File: src/rtl/adv_video_pkg.sv
// adv_video_pkg: config-word bit offsets and unpacked video timing fields shared by the output backend.
package adv_video_pkg;
  localparam int H_TOTAL_LSB = 0;
  localparam int H_ACTIVE_LSB = 12;
  localparam int H_SYNCLEN_LSB = 24;
  localparam int H_BACKPORCH_LSB = 0;
  localparam int V_TOTAL_LSB = 9;
  localparam int INTERLACED_BIT = 20;
  localparam int V_BACKPORCH_LSB = 21;
  localparam int V_ACTIVE_LSB = 0;
  localparam int V_SYNCLEN_LSB = 12;
  localparam int V_STARTLINE_LSB = 16;
  typedef struct packed {
    logic [11:0] h_total;
    logic [11:0] h_active;
    logic [7:0]  h_synclen;
    logic [8:0]  h_backporch;
    logic [10:0] v_total;
    logic [10:0] v_active;
    logic [3:0]  v_synclen;
    logic [8:0]  v_backporch;
    logic [10:0] v_startline;
    logic        interlaced;
  } timing_t;
  function automatic timing_t unpack_timing(input logic [31:0] c1, input logic [31:0] c2, input logic [31:0] c3);
    timing_t t;
    t.h_total = c1[H_TOTAL_LSB +: 12];
    t.h_active = c1[H_ACTIVE_LSB +: 12];
    t.h_synclen = c1[H_SYNCLEN_LSB +: 8];
    t.h_backporch = c2[H_BACKPORCH_LSB +: 9];
    t.v_total = c2[V_TOTAL_LSB +: 11];
    t.interlaced = c2[INTERLACED_BIT];
    t.v_backporch = c2[V_BACKPORCH_LSB +: 9];
    t.v_active = c3[V_ACTIVE_LSB +: 11];
    t.v_synclen = c3[V_SYNCLEN_LSB +: 4];
    t.v_startline = c3[V_STARTLINE_LSB +: 11];
    return t;
  endfunction
endpackage

File: src/rtl/video_sync_delay.sv
// video_sync_delay: fixed-depth shift register for {hsync_n, vsync_n, de}; every stage resets to the inactive pattern.
module video_sync_delay #(
  parameter int         DEPTH   = 3,
  parameter logic [2:0] RST_VAL = 3'b110
) (
  input  logic       PCLK_i,
  input  logic       reset,
  input  logic [2:0] d,
  output logic [2:0] q
);
  logic [2:0] sr [DEPTH];
  always_ff @(posedge PCLK_i or posedge reset)
    if (reset)
      for (int i = 0; i < DEPTH; i++) sr[i] <= RST_VAL;
    else begin
      sr[0] <= d;
      for (int i = 1; i < DEPTH; i++) sr[i] <= sr[i-1];
    end
  assign q = sr[DEPTH-1];
endmodule

File: src/rtl/adv7513_backend.sv
// adv7513_backend: ADV7513 timing generator issuing pixel fetches and re-aligning returned RGB with syncs/DE.
module adv7513_backend
  import adv_video_pkg::*;
#(
  parameter int PIXEL_LATENCY = 2
) (
  input  logic        PCLK_i,
  input  logic        reset,
  input  logic [31:0] hv_out_config,
  input  logic [31:0] hv_out_config2,
  input  logic [31:0] hv_out_config3,
  input  logic        lock_en_i,
  input  logic        frame_lock_i,
  input  logic [7:0]  R_i,
  input  logic [7:0]  G_i,
  input  logic [7:0]  B_i,
  output logic [7:0]  R_o,
  output logic [7:0]  G_o,
  output logic [7:0]  B_o,
  output logic        HSYNC_o,
  output logic        VSYNC_o,
  output logic        DE_o,
  output logic        FID_o,
  output logic        fetch_o,
  output logic [10:0] xpos_o,
  output logic [10:0] ypos_o
);
  timing_t t;
  logic [11:0] h_cnt, h_half;
  logic [10:0] v_cnt, v_sl;
  logic fid, h_wrap, v_wrap, hsync_n, vsync_n, de, vs_odd, vs_even;
  logic [12:0] h_start, h_end, v_start, v_end, x_off, y_off;
  logic [2:0] dq;
  logic unused_bits;
  assign t = unpack_timing(hv_out_config, hv_out_config2, hv_out_config3);
  assign unused_bits = ^{hv_out_config2[31:30], hv_out_config3[31:27], hv_out_config3[11], x_off[12:11], y_off[12:11]};
  // wrap uses >= so a shrunk total pulls an overshooting counter back immediately
  assign h_wrap = {1'b0, h_cnt} + 13'd1 >= {1'b0, t.h_total};
  assign v_wrap = {2'b0, v_cnt} + 13'd1 >= {2'b0, t.v_total} + {12'd0, t.interlaced & fid};
  assign h_start = {5'd0, t.h_synclen} + {4'd0, t.h_backporch};
  assign h_end = h_start + {1'b0, t.h_active};
  assign v_start = {9'd0, t.v_synclen} + {4'd0, t.v_backporch};
  assign v_end = v_start + {2'b0, t.v_active};
  assign x_off = {1'b0, h_cnt} - h_start;
  assign y_off = {2'b0, v_cnt} - v_start;
  assign h_half = t.h_total >> 1;
  assign v_sl = {7'd0, t.v_synclen};
  assign hsync_n = h_cnt >= {4'd0, t.h_synclen};
  assign vs_odd = v_cnt < v_sl;
  // even field: vsync spans the same lines shifted by half a line
  assign vs_even = (vs_odd && (v_cnt != 11'd0 || h_cnt >= h_half)) || (v_cnt == v_sl && v_sl != 11'd0 && h_cnt < h_half);
  assign vsync_n = !((t.interlaced && !fid) ? vs_even : vs_odd);
  assign de = {1'b0, h_cnt} >= h_start && {1'b0, h_cnt} < h_end && {2'b0, v_cnt} >= v_start && {2'b0, v_cnt} < v_end;
  assign FID_o = fid;
  always_ff @(posedge PCLK_i or posedge reset)
    if (reset) begin
      h_cnt <= '0;
      v_cnt <= '0;
      fid <= 1'b0;
    end else if (lock_en_i && frame_lock_i) begin
      h_cnt <= '0;
      v_cnt <= t.v_startline;
      fid <= t.interlaced;
    end else if (h_wrap) begin
      h_cnt <= '0;
      v_cnt <= v_wrap ? '0 : v_cnt + 11'd1;
      if (v_wrap) fid <= t.interlaced & ~fid;
    end else
      h_cnt <= h_cnt + 12'd1;
  always_ff @(posedge PCLK_i or posedge reset)
    if (reset) begin
      fetch_o <= 1'b0;
      xpos_o <= '0;
      ypos_o <= '0;
    end else begin
      fetch_o <= de;
      if (de) begin
        xpos_o <= x_off[10:0];
        ypos_o <= y_off[10:0];
      end
    end
  video_sync_delay #(.DEPTH(PIXEL_LATENCY + 1)) u_delay (
    .PCLK_i(PCLK_i),
    .reset(reset),
    .d({hsync_n, vsync_n, de}),
    .q(dq)
  );
  always_ff @(posedge PCLK_i or posedge reset)
    if (reset) begin
      HSYNC_o <= 1'b1;
      VSYNC_o <= 1'b1;
      DE_o <= 1'b0;
      R_o <= '0;
      G_o <= '0;
      B_o <= '0;
    end else begin
      {HSYNC_o, VSYNC_o, DE_o} <= dq;
      R_o <= dq[0] ? R_i : 8'd0;
      G_o <= dq[0] ? G_i : 8'd0;
      B_o <= dq[0] ? B_i : 8'd0;
    end
endmodule

File: config.mk
export PLATFORM = sky130hd
export DESIGN_NAME = adv7513_backend
export DESIGN_NICKNAME = d
export VERILOG_FILES = /design/src/rtl/adv_video_pkg.sv /design/src/rtl/video_sync_delay.sv /design/src/rtl/adv7513_backend.sv
export SDC_FILE = /design/constraint.sdc
export NUM_CORES = 1
export LEC_CHECK = 0
export BUFFER_PORTS_ARGS = -buffer_cell sky130_fd_sc_hd__buf_4
export CORE_UTILIZATION = 45
export CTS_CLUSTER_DIAMETER = 60
export DETAILED_ROUTE_END_ITERATION = 8
export PLACE_DENSITY = 0.77
export SETUP_SLACK_MARGIN = 0.1
export SLEW_MARGIN = 40
export SYNTH_ARGS = -nofsm -noshare
export SYNTH_HDL_FRONTEND = slang
export SYNTH_SLANG_ARGS = --single-unit
export TNS_END_PERCENT = 10
File: constraint.sdc
create_clock -name PCLK_i -period 3.1 [get_ports PCLK_i]
set_input_delay 0.465 -clock PCLK_i [delete_from_list [all_inputs] [get_ports PCLK_i]]
set_output_delay 0.465 -clock PCLK_i [all_outputs]
set_load 0.01 [all_outputs]
==> results of run 1 <==
final timing paths:
kind	start	to	slack [ps]
setup reg to reg	v_cnt[1]	v_cnt[0]	50
setup / recovery	hv_out_config2[0]	xpos_o[6]	-1430
hold reg to reg	u_delay.q[1]	VSYNC_o	350
min in group PCLK_i	R_i[5]	R_o[5]	340
hold / removal	reset	u_delay.sr[6]	170
max in group asynchronous	reset	u_delay.sr[7]	2280
stage by stage:
step                hold slack (ps)  cells  setup TNS (ps)  setup slack (ps)
floorplan                       331    807          -31520             -1410
global placement                338   1330          -40350             -1770
detailed placement              345   1330          -44250             -1910
CTS                             174   1356          -31790             -1410
global route                    210   1356          -37540             -1640
finish                          166   1356          -32190             -1430
power groups by stage:
stage / Sequential (mW) / Combinational [mW] / Clock [mW]
6_report: 1.41 / 3.10 / 1.14
5_1_grt: 1.43 / 3.46 / 1.20
4_1_cts: 1.41 / 3.06 / 1.16
3_5_place_dp: 1.41 / 2.97 / 0
3_3_place_gp: 1.40 / 2.89 / 0
2_1_floorplan: 1.48 / 1.68 / 0
cell type report:
type                    instances  area [um^2]
clock buffers                   9          225
inverters                      68          260
flip-flops and latches         82         2060
well taps                     216          270
fillers                      1228         5150
multi-input cells             647         5390
repair buffers                328         2540
clock inverters                 6         91.3
logic make-up (layout without fill, tap and decap cells):
kind of cell | count (synthesis) | after routing | share of synthesized area
buf+inv | 78 | 411 | 0.0416
mux | 23 | 23 | 0.0342
fa+ha+maj | 135 | 135 | 0.233
compound gates | 179 | 179 | 0.155
xor+xnor | 77 | 77 | 0.0908
simple gates | 233 | 233 | 0.167
flops | 82 | 82 | 0.278
sequential cells by signal, indices dropped and copies added (netlist names):
| signal | count |
|---|---|
| HSYNC_o | 1 |
| B_o | 8 |
| ypos_o | 11 |
| u_delay.q | 3 |
| u_delay.sr | 6 |
| xpos_o | 11 |
| VSYNC_o | 1 |
| R_o | 8 |
| FID_o | 1 |
| G_o | 8 |
| DE_o | 1 |
| h_cnt | 12 |
| v_cnt | 11 |
timing repair:
action | CTS | global route
pin swaps | 42 | 15
resized for setup | 48 | 17
setup buffers | 9 | 0
cloned | 2 | 0
endpoints found under the setup margin | 35 | 35
layer usage:
metal,vias to the layer above,share of wire,track usage
met5,-,0,0
met4,0,0.020,0.0811
met3,32,0.046,0.0330
met2,194,0.49,0.443
met1,3271,0.45,0.298
li1,3526,-,-
worst reg2reg max path: cells and delay by family (launching register included):
| family | cells | cell delay, ps |
|---|---|---|
| buffers and inverters | 1 | 170 |
| flip-flops | 1 | 420 |
| AO/OA/AOI/OAI | 5 | 1130 |
| AND/OR/NAND/NOR | 5 | 800 |
| adder cells (fa/ha/maj) | 1 | 310 |
| XOR/XNOR | 1 | 140 |
layout by cell type (no fill, tap or decap), drive strengths merged, types with 28 or more instances in the layout:
master | netlist | layout
xor2 | 32 | 32
and2 | 29 | 29
inv | 68 | 68
o21ai | 43 | 43
nand3 | 28 | 28
dfrtp | 74 | 74
ha | 129 | 129
nand2 | 31 | 31
nor2 | 40 | 40
buf | 3 | 328
a21oi | 55 | 55
xnor2 | 45 | 45
nor2b | 31 | 31
==> summary.md, run 1 <==
| Metric | Value |
|---|---|
| Core ar. | `16000 um^2` |
| Layout Skew | `11.0 ps` |
| Slew Limit Fails | `0` |
| Count leader, synth | `ha_1` |
| Final Hold Fails | `0` |
| Worst Path Arrival | `4750 ps` |
| ANT cells | `0` |
| Vias per cell | `5.18` |
| First-pass GRT wire length | `32.5 mm` |
| Status | `complete, but fails checks` |
| Pin count of the biggest net entering global routing | `59` |
| CP Max Fanout | `6` |
| Tmin final | `4530 ps` |
| Max Fclk | `0.221 GHz` |
| Seq/Total Area, Yosys | `0.278` |
| Fin nets | `1395` |
| Clock root buffer | `clkbuf_16` |
| Clock buffer depth | `2` |
| Share of layout cells above drive strength 1 | `0.378` |
| Failing checks | `negative setup slack` |
| Worst-path clk slew | `70 ps` |
| DR WL/cell | `14.7 um` |
| CTS tree | `built` |
| Synthesized instance count | `807` |
| Tightest Pin Transition | `525 ps` |
| Leak | `5.70 nW` |
| Sequential cell fraction of total power | `0.249` |
| Area after DPL | `10100 um^2` |
| Worst VDD drop | `0.310 mV` |
| Synth area leader | `dfrtp_1` |
| Vias in the first global route | `7074` |
| Die ar. | `17000 um^2` |
| Worst-skew pair later-pin latency | `340 ps` |
| Post-DRT Antenna Nets | `0` |
| Via count | `7023` |
| Router iterations before antenna repair | `4` |
| Starting Density | `0.464` |
| CP max-delay cell | `fa_2` |
| Synth-to-layout area growth | `46.0%` |
| Max-cap violations | `0` |
| Worst path bufs/invs | `3` |
| R2r worst-path depth | `13` |
| Power, Total | `5.65 mW` |
| Top cells by count, synth | `ha_1 (129), dfrtp_1 (74), inv_1 (68)` |
| Final instance area | `10800 um^2` |
| Required time worst endpoint | `3320 ps` |
| Critical path's most frequent cell | `a21oi_2` |
| Synth Net Count | `1066` |
| Total wire length | `19.9 mm` |
| Synth warnings | `0` |
| Final Cycle Share | `1.46` |
| Port bufs | `166` |
| DP Wirelength | `16.3 mm` |
| Leading post-synthesis cells by cell area | `dfrtp_1 (25%), ha_1 (22%), xnor2_1 (5.3%)` |
| IO Pins | `175` |
| Die W | `130 um` |
| DRT iter0 DRCs | `203` |
| Logic pwr share | `0.549` |
| Core Util, Final | `0.678` |
| CP peak stage delay | `360 ps` |
| Synth cell types | `54` |
| Worst min-delay path class | `input pin to asynchronous set/reset pin` |
| PD cells | `521 nW/um^2` |
| GPL Wtd Cong | `0.910` |
| Die H | `130 um` |
| Yosys top cell area share | `0.249` |
| CP Launch Type | `input pin` |
| H-tree levels | `3` |
| Share of flip-flops with an asynchronous set or reset | `1.00` |
| Setup slack after layout | `-1430 ps` |
| Std cell rows | `46` |
| CTS Buf Count | `9` |
| Synth Flop Type | `dfrtp_1` |
| Crit-path leading delay family | `compound AO/OA/AOI/OAI gates` |
| CTS Sinks | `82` |
| GRT Util Overall | `0.245` |
| DRC Markers | `0` |
| Clock power frac | `0.202` |
| Slew headroom | `0.650` |
| Internal power | `3.62 mW` |
| Initial antenna violation count | `0` |
| Critical path class | `input pin to flip-flop` |
| Post-synth EDFFs | `0` |
| Synthesized area per cell | `9.21 um^2` |
| Congestion Overflow GR | `0` |
| CP Capture Type | `flip-flop` |
| Synthesized area | `7430 um^2` |
| Final setup fails | `23` |
| Levels on crit path | `26` |
| Seq cells post-synth | `82` |
| Hold_buf cts | `0` |
| Net Sw Frac | `0.359` |
| RSZ-0062 raised after global routing | `true` |
| Switching pwr | `2.03 mW` |
(Power assumes the default switching activity.)
==> run 2, diff against run 1 <==
--- a/config.mk
+++ b/config.mk
@@ -9,10 +9,11 @@
 export CORE_UTILIZATION = 45
 export CTS_CLUSTER_DIAMETER = 60
 export DETAILED_ROUTE_END_ITERATION = 8
-export PLACE_DENSITY = 0.77
+export PLACE_DENSITY = 0.71
 export SETUP_SLACK_MARGIN = 0.1
 export SLEW_MARGIN = 40
 export SYNTH_ARGS = -nofsm -noshare
 export SYNTH_HDL_FRONTEND = slang
+export SYNTH_HIERARCHICAL = 1
 export SYNTH_SLANG_ARGS = --single-unit
 export TNS_END_PERCENT = 10
==> summary.md, run 2 <==
| Metric | Value |
|---|---|
| Status | `complete, but fails checks` |
| Failing checks | `negative setup slack` |
| Placed Cells | `1333` |
| Worst VDD drop | `0.308 mV` |
| Logic pwr share | `0.551` |
| Max-cap violations | `0` |
| Tightest Pin Transition | `664 ps` |
| DRC Markers | `0` |
| Final Cycle Share | `1.43` |
| Largest register FFs | `12` |
| Die W | `131 um` |
| Synth-to-layout area growth | `47.8%` |
| Synth warnings | `6` |
| Synth Net Count | `1055` |
| Vias per cell | `5.18` |
| Worst-path clk slew | `60 ps` |
| DR WL/cell | `15.0 um` |
| Final setup fails | `24` |
| Initial antenna violation count | `0` |
| Most frequent cells in the layout | `buf_4 (331), ha_1 (120), dfrtp_1 (74)` |
| GRT Util Overall | `0.241` |
| Clock buffer depth | `2` |
| Congestion Overflow GR | `0` |
| Share of layout cells above drive strength 1 | `0.400` |
| Die ar. | `17100 um^2` |
| Core ar. | `16000 um^2` |
| Synth area leader | `dfrtp_1` |
| Fin nets | `1399` |
| Leak | `5.78 nW` |
| Net Sw Frac | `0.369` |
| GPL Wtd Cong | `0.873` |
| Synth cell types | `59` |
| Post-DRT Antenna Nets | `0` |
| DP Wirelength | `16.3 mm` |
| Layout Skew | `7.24 ps` |
| Required time worst endpoint | `3320 ps` |
| Worst Path Arrival | `4650 ps` |
| Leading post-synthesis cells by cell area | `dfrtp_1 (25%), ha_1 (21%), xnor2_1 (5.4%)` |
| Synthesized area | `7450 um^2` |
| Setup slack after layout | `-1330 ps` |
| CTS Sinks | `83` |
| PD cells | `513 nW/um^2` |
| Tmin final | `4430 ps` |
| Count leader, synth | `ha_1` |
| Starting Density | `0.466` |
| Pin count of the biggest net entering global routing | `44` |
| Reg with most FFs | `h_cnt` |
| Via count | `7060` |
| Top cells by count, synth | `ha_1 (128), dfrtp_1 (75), inv_1 (74)` |
| Final Hold Fails | `0` |
| Total wire length | `20.5 mm` |
| H-tree levels | `3` |
| RSZ-0062 raised after global routing | `true` |
| Synthesized instance count | `797` |
| ANT cells | `0` |
| Sequential cell fraction of total power | `0.250` |
| Post-synth EDFFs | `0` |
| Clock root buffer | `clkbuf_16` |
| CTS Buf Count | `9` |
| CTS tree | `built` |
| Post-route non-filler standard cell count | `1362` |
| Router iterations before antenna repair | `5` |
| Seq/Total Area, Yosys | `0.280` |
| Std cell rows | `46` |
| Worst-skew pair later-pin latency | `340 ps` |
| Port bufs | `166` |
| Setup TNS | `-30670 ps` |
| Internal power | `3.56 mW` |
| IO Pins | `175` |
| First-pass GRT wire length | `32.1 mm` |
| Switching pwr | `2.08 mW` |
| Slew headroom | `0.557` |
| DRT iter0 DRCs | `338` |
| Slew Limit Fails | `0` |
| Clock power frac | `0.198` |
| Critical path class | `input pin to flip-flop` |
| Worst min-delay path class | `input pin to asynchronous set/reset pin` |
| Share of flip-flops with an asynchronous set or reset | `1.00` |
| CP Capture Type | `flip-flop` |
| CP Max Fanout | `7` |
| Max Fclk | `0.226 GHz` |
| Vias in the first global route | `6926` |
| Die H | `131 um` |
| Yosys top cell area share | `0.252` |
| CP Launch Type | `input pin` |
| Synthesized area per cell | `9.35 um^2` |
| Commonest non-fill, non-tap cell in the layout | `buf_4` |
| Synth Flop Type | `dfrtp_1` |
| Seq cells post-synth | `83` |
run 2: cell types whose count changed after synthesis, sizes merged, moves of 6 or more:
cell   before  now
nor2b      31   13
and3       22    5
a21oi      55   42
and2       29   40
o22ai       1   10
o21ai      43   36
a221o       6    0
inv        68   74
nand3      28   22
nor2       40   46
run 2: layout make-up:
type / instances / area (um^2)
Tap cell: 216 / 270
Inverter: 74 / 278
Clock buffer: 9 / 225
Fill cell: 1277 / 4990
Clock inverter: 7 / 92.6
Timing Repair Buffer: 345 / 2680
Multi-Input combinational cell: 628 / 5380
Sequential cell: 83 / 2090
run 2: path summary, 6_finish.rpt:
check                                  start            end  slack [ps]  depth (start not counted)
max reg2reg                         h_cnt[0]      xpos_o[7]         210                         14
max in group asynchronous              reset       v_cnt[0]        2190                          3
max                        hv_out_config[24]      xpos_o[7]       -1330                         27
min in group PCLK_i                   R_i[3]         R_o[3]         340                          2
min reg2reg                    u_delay/sr[6]  u_delay/sr[3]         350                          0
min                                    reset   u_delay/q[0]          90                          2
run 2: critical path, stage by stage:
cell and delay, ps:
buf_6 100, ha_4 160, inv_2 50, fa_2 190, inv_1 50, a21oi_2 120
o21bai_1 100, a21o_1 190, a21o_1 210, xor2_2 200, ha_2 220, buf_4 130
a21o_1 140, a31oi_1 170, o31a_1 280, xor2_1 180, ha_1 270, o21ai_1 80
o21a_1 110, o21ai_0 80, a21oi_1 130, o22ai_1 90, buf_4 170, nor3_4 170
buf_6 140, buf_8 130, mux2_4 300
run 2: cells by family after synthesis:
kind of cell | share of synthesized area
fa+ha+maj | 0.231
simple gates | 0.155
xor+xnor | 0.0882
mux | 0.0408
buf+inv | 0.0469
flops | 0.280
compound gates | 0.158
run 2: repair_timing:
action                                  4_1_cts  5_1_grt
pin swaps                                    28       37
hold buffers                                  0        0
endpoints found under the setup margin       28       47
gates cloned                                  2        0
setup buffers                                 4        7
resized for setup                            28       60
run 2: metal layers:
metal	global-route usage	up-vias	routed length, um
met4	0.0723	0	422
met3	0.0350	28	948
met2	0.413	192	9940
li1	-	3522	-
met1	0.313	3318	9170
met5	0	-	0
run 2: power by group through the flow:
stage                     logic (mW)  clock network (mW)  registers (mW)
after floorplan                 1.62                   0            1.45
after global placement          2.81                   0            1.42
after detailed placement        2.90                   0            1.42
after CTS                       2.96                1.15            1.40
after global routing            3.43                1.19            1.43
final                           3.11                1.12            1.41
run 2: stage by stage:
| stage | cell area, um^2 | util | hold slack (ps) | setup WS [ps] | power, mW |
|---|---|---|---|---|---|
| floorplan | 7490 | - | 289 | -1370 | 3.07 |
| global placement | 10200 | 0.638 | 331 | -1650 | 4.23 |
| detailed placement | 10200 | 0.638 | 335 | -1790 | 4.32 |
| CTS | 10700 | 0.668 | 88.2 | -1340 | 5.51 |
| global route | 11000 | 0.688 | 108 | -1560 | 6.04 |
| finish | 11000 | 0.688 | 92.3 | -1330 | 5.64 |
==> run 3, diff against run 2 <==
--- a/config.mk
+++ b/config.mk
@@ -6,10 +6,10 @@
 export NUM_CORES = 1
 export LEC_CHECK = 0
 export BUFFER_PORTS_ARGS = -buffer_cell sky130_fd_sc_hd__buf_4
-export CORE_UTILIZATION = 45
+export CORE_UTILIZATION = 50
 export CTS_CLUSTER_DIAMETER = 60
 export DETAILED_ROUTE_END_ITERATION = 8
-export PLACE_DENSITY = 0.71
+export PLACE_DENSITY = 0.78
 export SETUP_SLACK_MARGIN = 0.1
 export SLEW_MARGIN = 40
 export SYNTH_ARGS = -nofsm -noshare
==> summary.md, run 3 (synthesis results as in run 2) <==
| Metric | Value |
|---|---|
| Most frequent cells in the layout | `buf_4 (323), ha_1 (124), dfrtp_1 (73)` |
| Worst VDD drop | `0.348 mV` |
| Vias per cell | `5.31` |
| Router iterations before antenna repair | `5` |
| DR WL/cell | `15.4 um` |
| Final Cycle Share | `1.44` |
| Starting Density | `0.513` |
| Sequential cell fraction of total power | `0.258` |
| Port bufs | `166` |
| Congestion Overflow GR | `0` |
| Switching pwr | `2.06 mW` |
| Max-cap violations | `0` |
| Placed Cells | `1287` |
| GRT Util Overall | `0.267` |
| Max Fclk | `0.224 GHz` |
| Fill cells | `1022` |
| CTS Sinks | `83` |
| DRT iter0 DRCs | `338` |
| CTS Buf Count | `9` |
| Area after DPL | `10100 um^2` |
| Logic pwr share | `0.547` |
| RSZ-0062 raised after global routing | `true` |
| Die ar. | `15400 um^2` |
| Final instance area | `10800 um^2` |
| CP Launch Type | `input pin` |
| Critical path class | `input pin to flip-flop` |
| Synth-to-layout area growth | `45.1%` |
| H-tree levels | `3` |
| DP Wirelength | `16.0 mm` |
| Initial antenna violation count | `0` |
| CP Capture Type | `flip-flop` |
| Slew Limit Fails | `0` |
| ANT cells | `0` |
| Required time worst endpoint | `3320 ps` |
| Clock buffer depth | `2` |
| Vias in the first global route | `6800` |
| CP Max Fanout | `6` |
| Setup TNS | `-30670 ps` |
| DRC Markers | `0` |
| Tightest Pin Transition | `664 ps` |
| Std cell rows | `44` |
| Leak | `5.71 nW` |
| Final setup fails | `24` |
| Commonest non-fill, non-tap cell in the layout | `buf_4` |
| Internal power | `3.50 mW` |
| Clock root buffer | `clkbuf_16` |
| Share of layout cells above drive strength 1 | `0.382` |
| Core ar. | `14500 um^2` |
| Worst min-delay path class | `input pin to asynchronous set/reset pin` |
| Worst-skew pair later-pin latency | `340 ps` |
| Tmin final | `4460 ps` |
| Pin count of the biggest net entering global routing | `35` |
| Met3 Resource Use GR | `0.0495` |
| Setup slack after layout | `-1360 ps` |
| Layer with the highest usage | `met2` |
| Total wire length | `20.3 mm` |
| Worst reg2reg setup slack | `130 ps` |
| Reg with most FFs | `h_cnt` |
| Layout Skew | `9.80 ps` |
| CP peak stage delay | `340 ps` |
| Via count | `7007` |
| Grt met1 use | `0.344` |
| CP max-delay cell | `fa_2` |
| First-pass GRT wire length | `32.1 mm` |
| IO Pins | `175` |
| Core Util, Final | `0.744` |
| Worst-path clk slew | `60 ps` |
| GPL Wtd Cong | `0.894` |
| Largest register FFs | `12` |
| Slew headroom | `0.557` |
| Hold_buf cts | `0` |
| Die H | `124 um` |
| Failing checks | `negative setup slack` |
| Post-route non-filler standard cell count | `1320` |
| CTS tree | `built` |
| Worst Path Arrival | `4680 ps` |
| Pre-CTS setup slack | `-1810 ps` |
| Net Sw Frac | `0.370` |
| Clock power frac | `0.196` |
| Status | `complete, but fails checks` |
| GR Util met2 | `0.458` |
| PD cells | `515 nW/um^2` |
| Die W | `124 um` |
| Fin nets | `1389` |
| Crit-path cells | `buf_6 -> ha_4 -> inv_2 -> fa_2 -> nor2b_1 -> o21ai_1 -> nand2b_1 -> nand3_2 -> xnor2_2 -> ha_1 -> or2_4 -> a21boi_4 -> a21o_1 -> a21oi_2 -> xor2_1 -> ha_1 -> a2111oi_4 -> o211ai_1 -> nor3b_4 -> nor3_4 -> buf_6 -> buf_12 -> buf_8 -> mux2_4` |
| Final Hold Fails | `0` |
| Post-DRT Antenna Nets | `0` |
[run 3: worst paths after layout]
path | start | endpoint | depth (start not counted)
hold reg to reg | u_delay/sr[3] | u_delay/q[0] | 0
max in group asynchronous | reset | h_cnt[0] | 3
hold / removal | reset | u_delay/sr[3] | 2
setup reg to reg | h_cnt[0] | v_cnt[10] | 13
min in group PCLK_i | G_i[2] | G_o[2] | 2
setup / recovery | hv_out_config3[12] | xpos_o[4] | 24
[run 3: per-layer routing]
metal  vias to the layer above  wire length, um
li1                       3503                -
met1                      3263             8830
met2                       209             9800
met3                        32             1360
met4                         0              293
met5                         -                0
[run 3: per-stage QoR]
step	power (mW)	hold WS, ps
2_1_floorplan	3.07	289
3_3_place_gp	4.18	333
3_5_place_dp	4.27	340
4_1_cts	5.44	92.0
5_1_grt	5.95	123
6_report	5.56	93.0
[run 3: power groups by stage]
stage	clock (mW)	combinational [mW]	sequential (mW)
2_1_floorplan	0	1.62	1.45
3_3_place_gp	0	2.75	1.43
3_5_place_dp	0	2.83	1.44
4_1_cts	1.10	2.93	1.42
5_1_grt	1.15	3.36	1.44
6_report	1.09	3.04	1.43
[run 3: layout make-up]
cell class / instances / area [um^2] / share of cell area
timing repair buffer: 335 / 2610 / 0.241
multi-input combinational: 628 / 5300 / 0.490
clock inverter: 6 / 72.6 / 0.00671
inverter: 74 / 278 / 0.0257
sequential: 83 / 2090 / 0.193
tap: 184 / 230 / 0.0213
clock buffer: 10 / 229 / 0.0212
[run 3: critical path: cells and delay by family]
| kind | cells | cell delay (ps) |
|---|---|---|
| and+or+nand+nor | 6 | 1080 |
| adders and majority gates | 4 | 1020 |
| AOI/OAI and AO/OA | 6 | 990 |
| buffers and inverters | 5 | 460 |
| xor gates and xnor gates | 2 | 360 |
| muxes | 1 | 290 |
[run 3: timing repair]
| item | 4_1_cts | 5_1_grt |
|---|---|---|
| pin swaps | 26 | 16 |
| resized for setup | 38 | 30 |
| gates cloned | 1 | 0 |
| setup endpoints to repair | 27 | 46 |
| endpoints found under the hold margin | 0 | 0 |
| setup buffers | 13 | 3 |
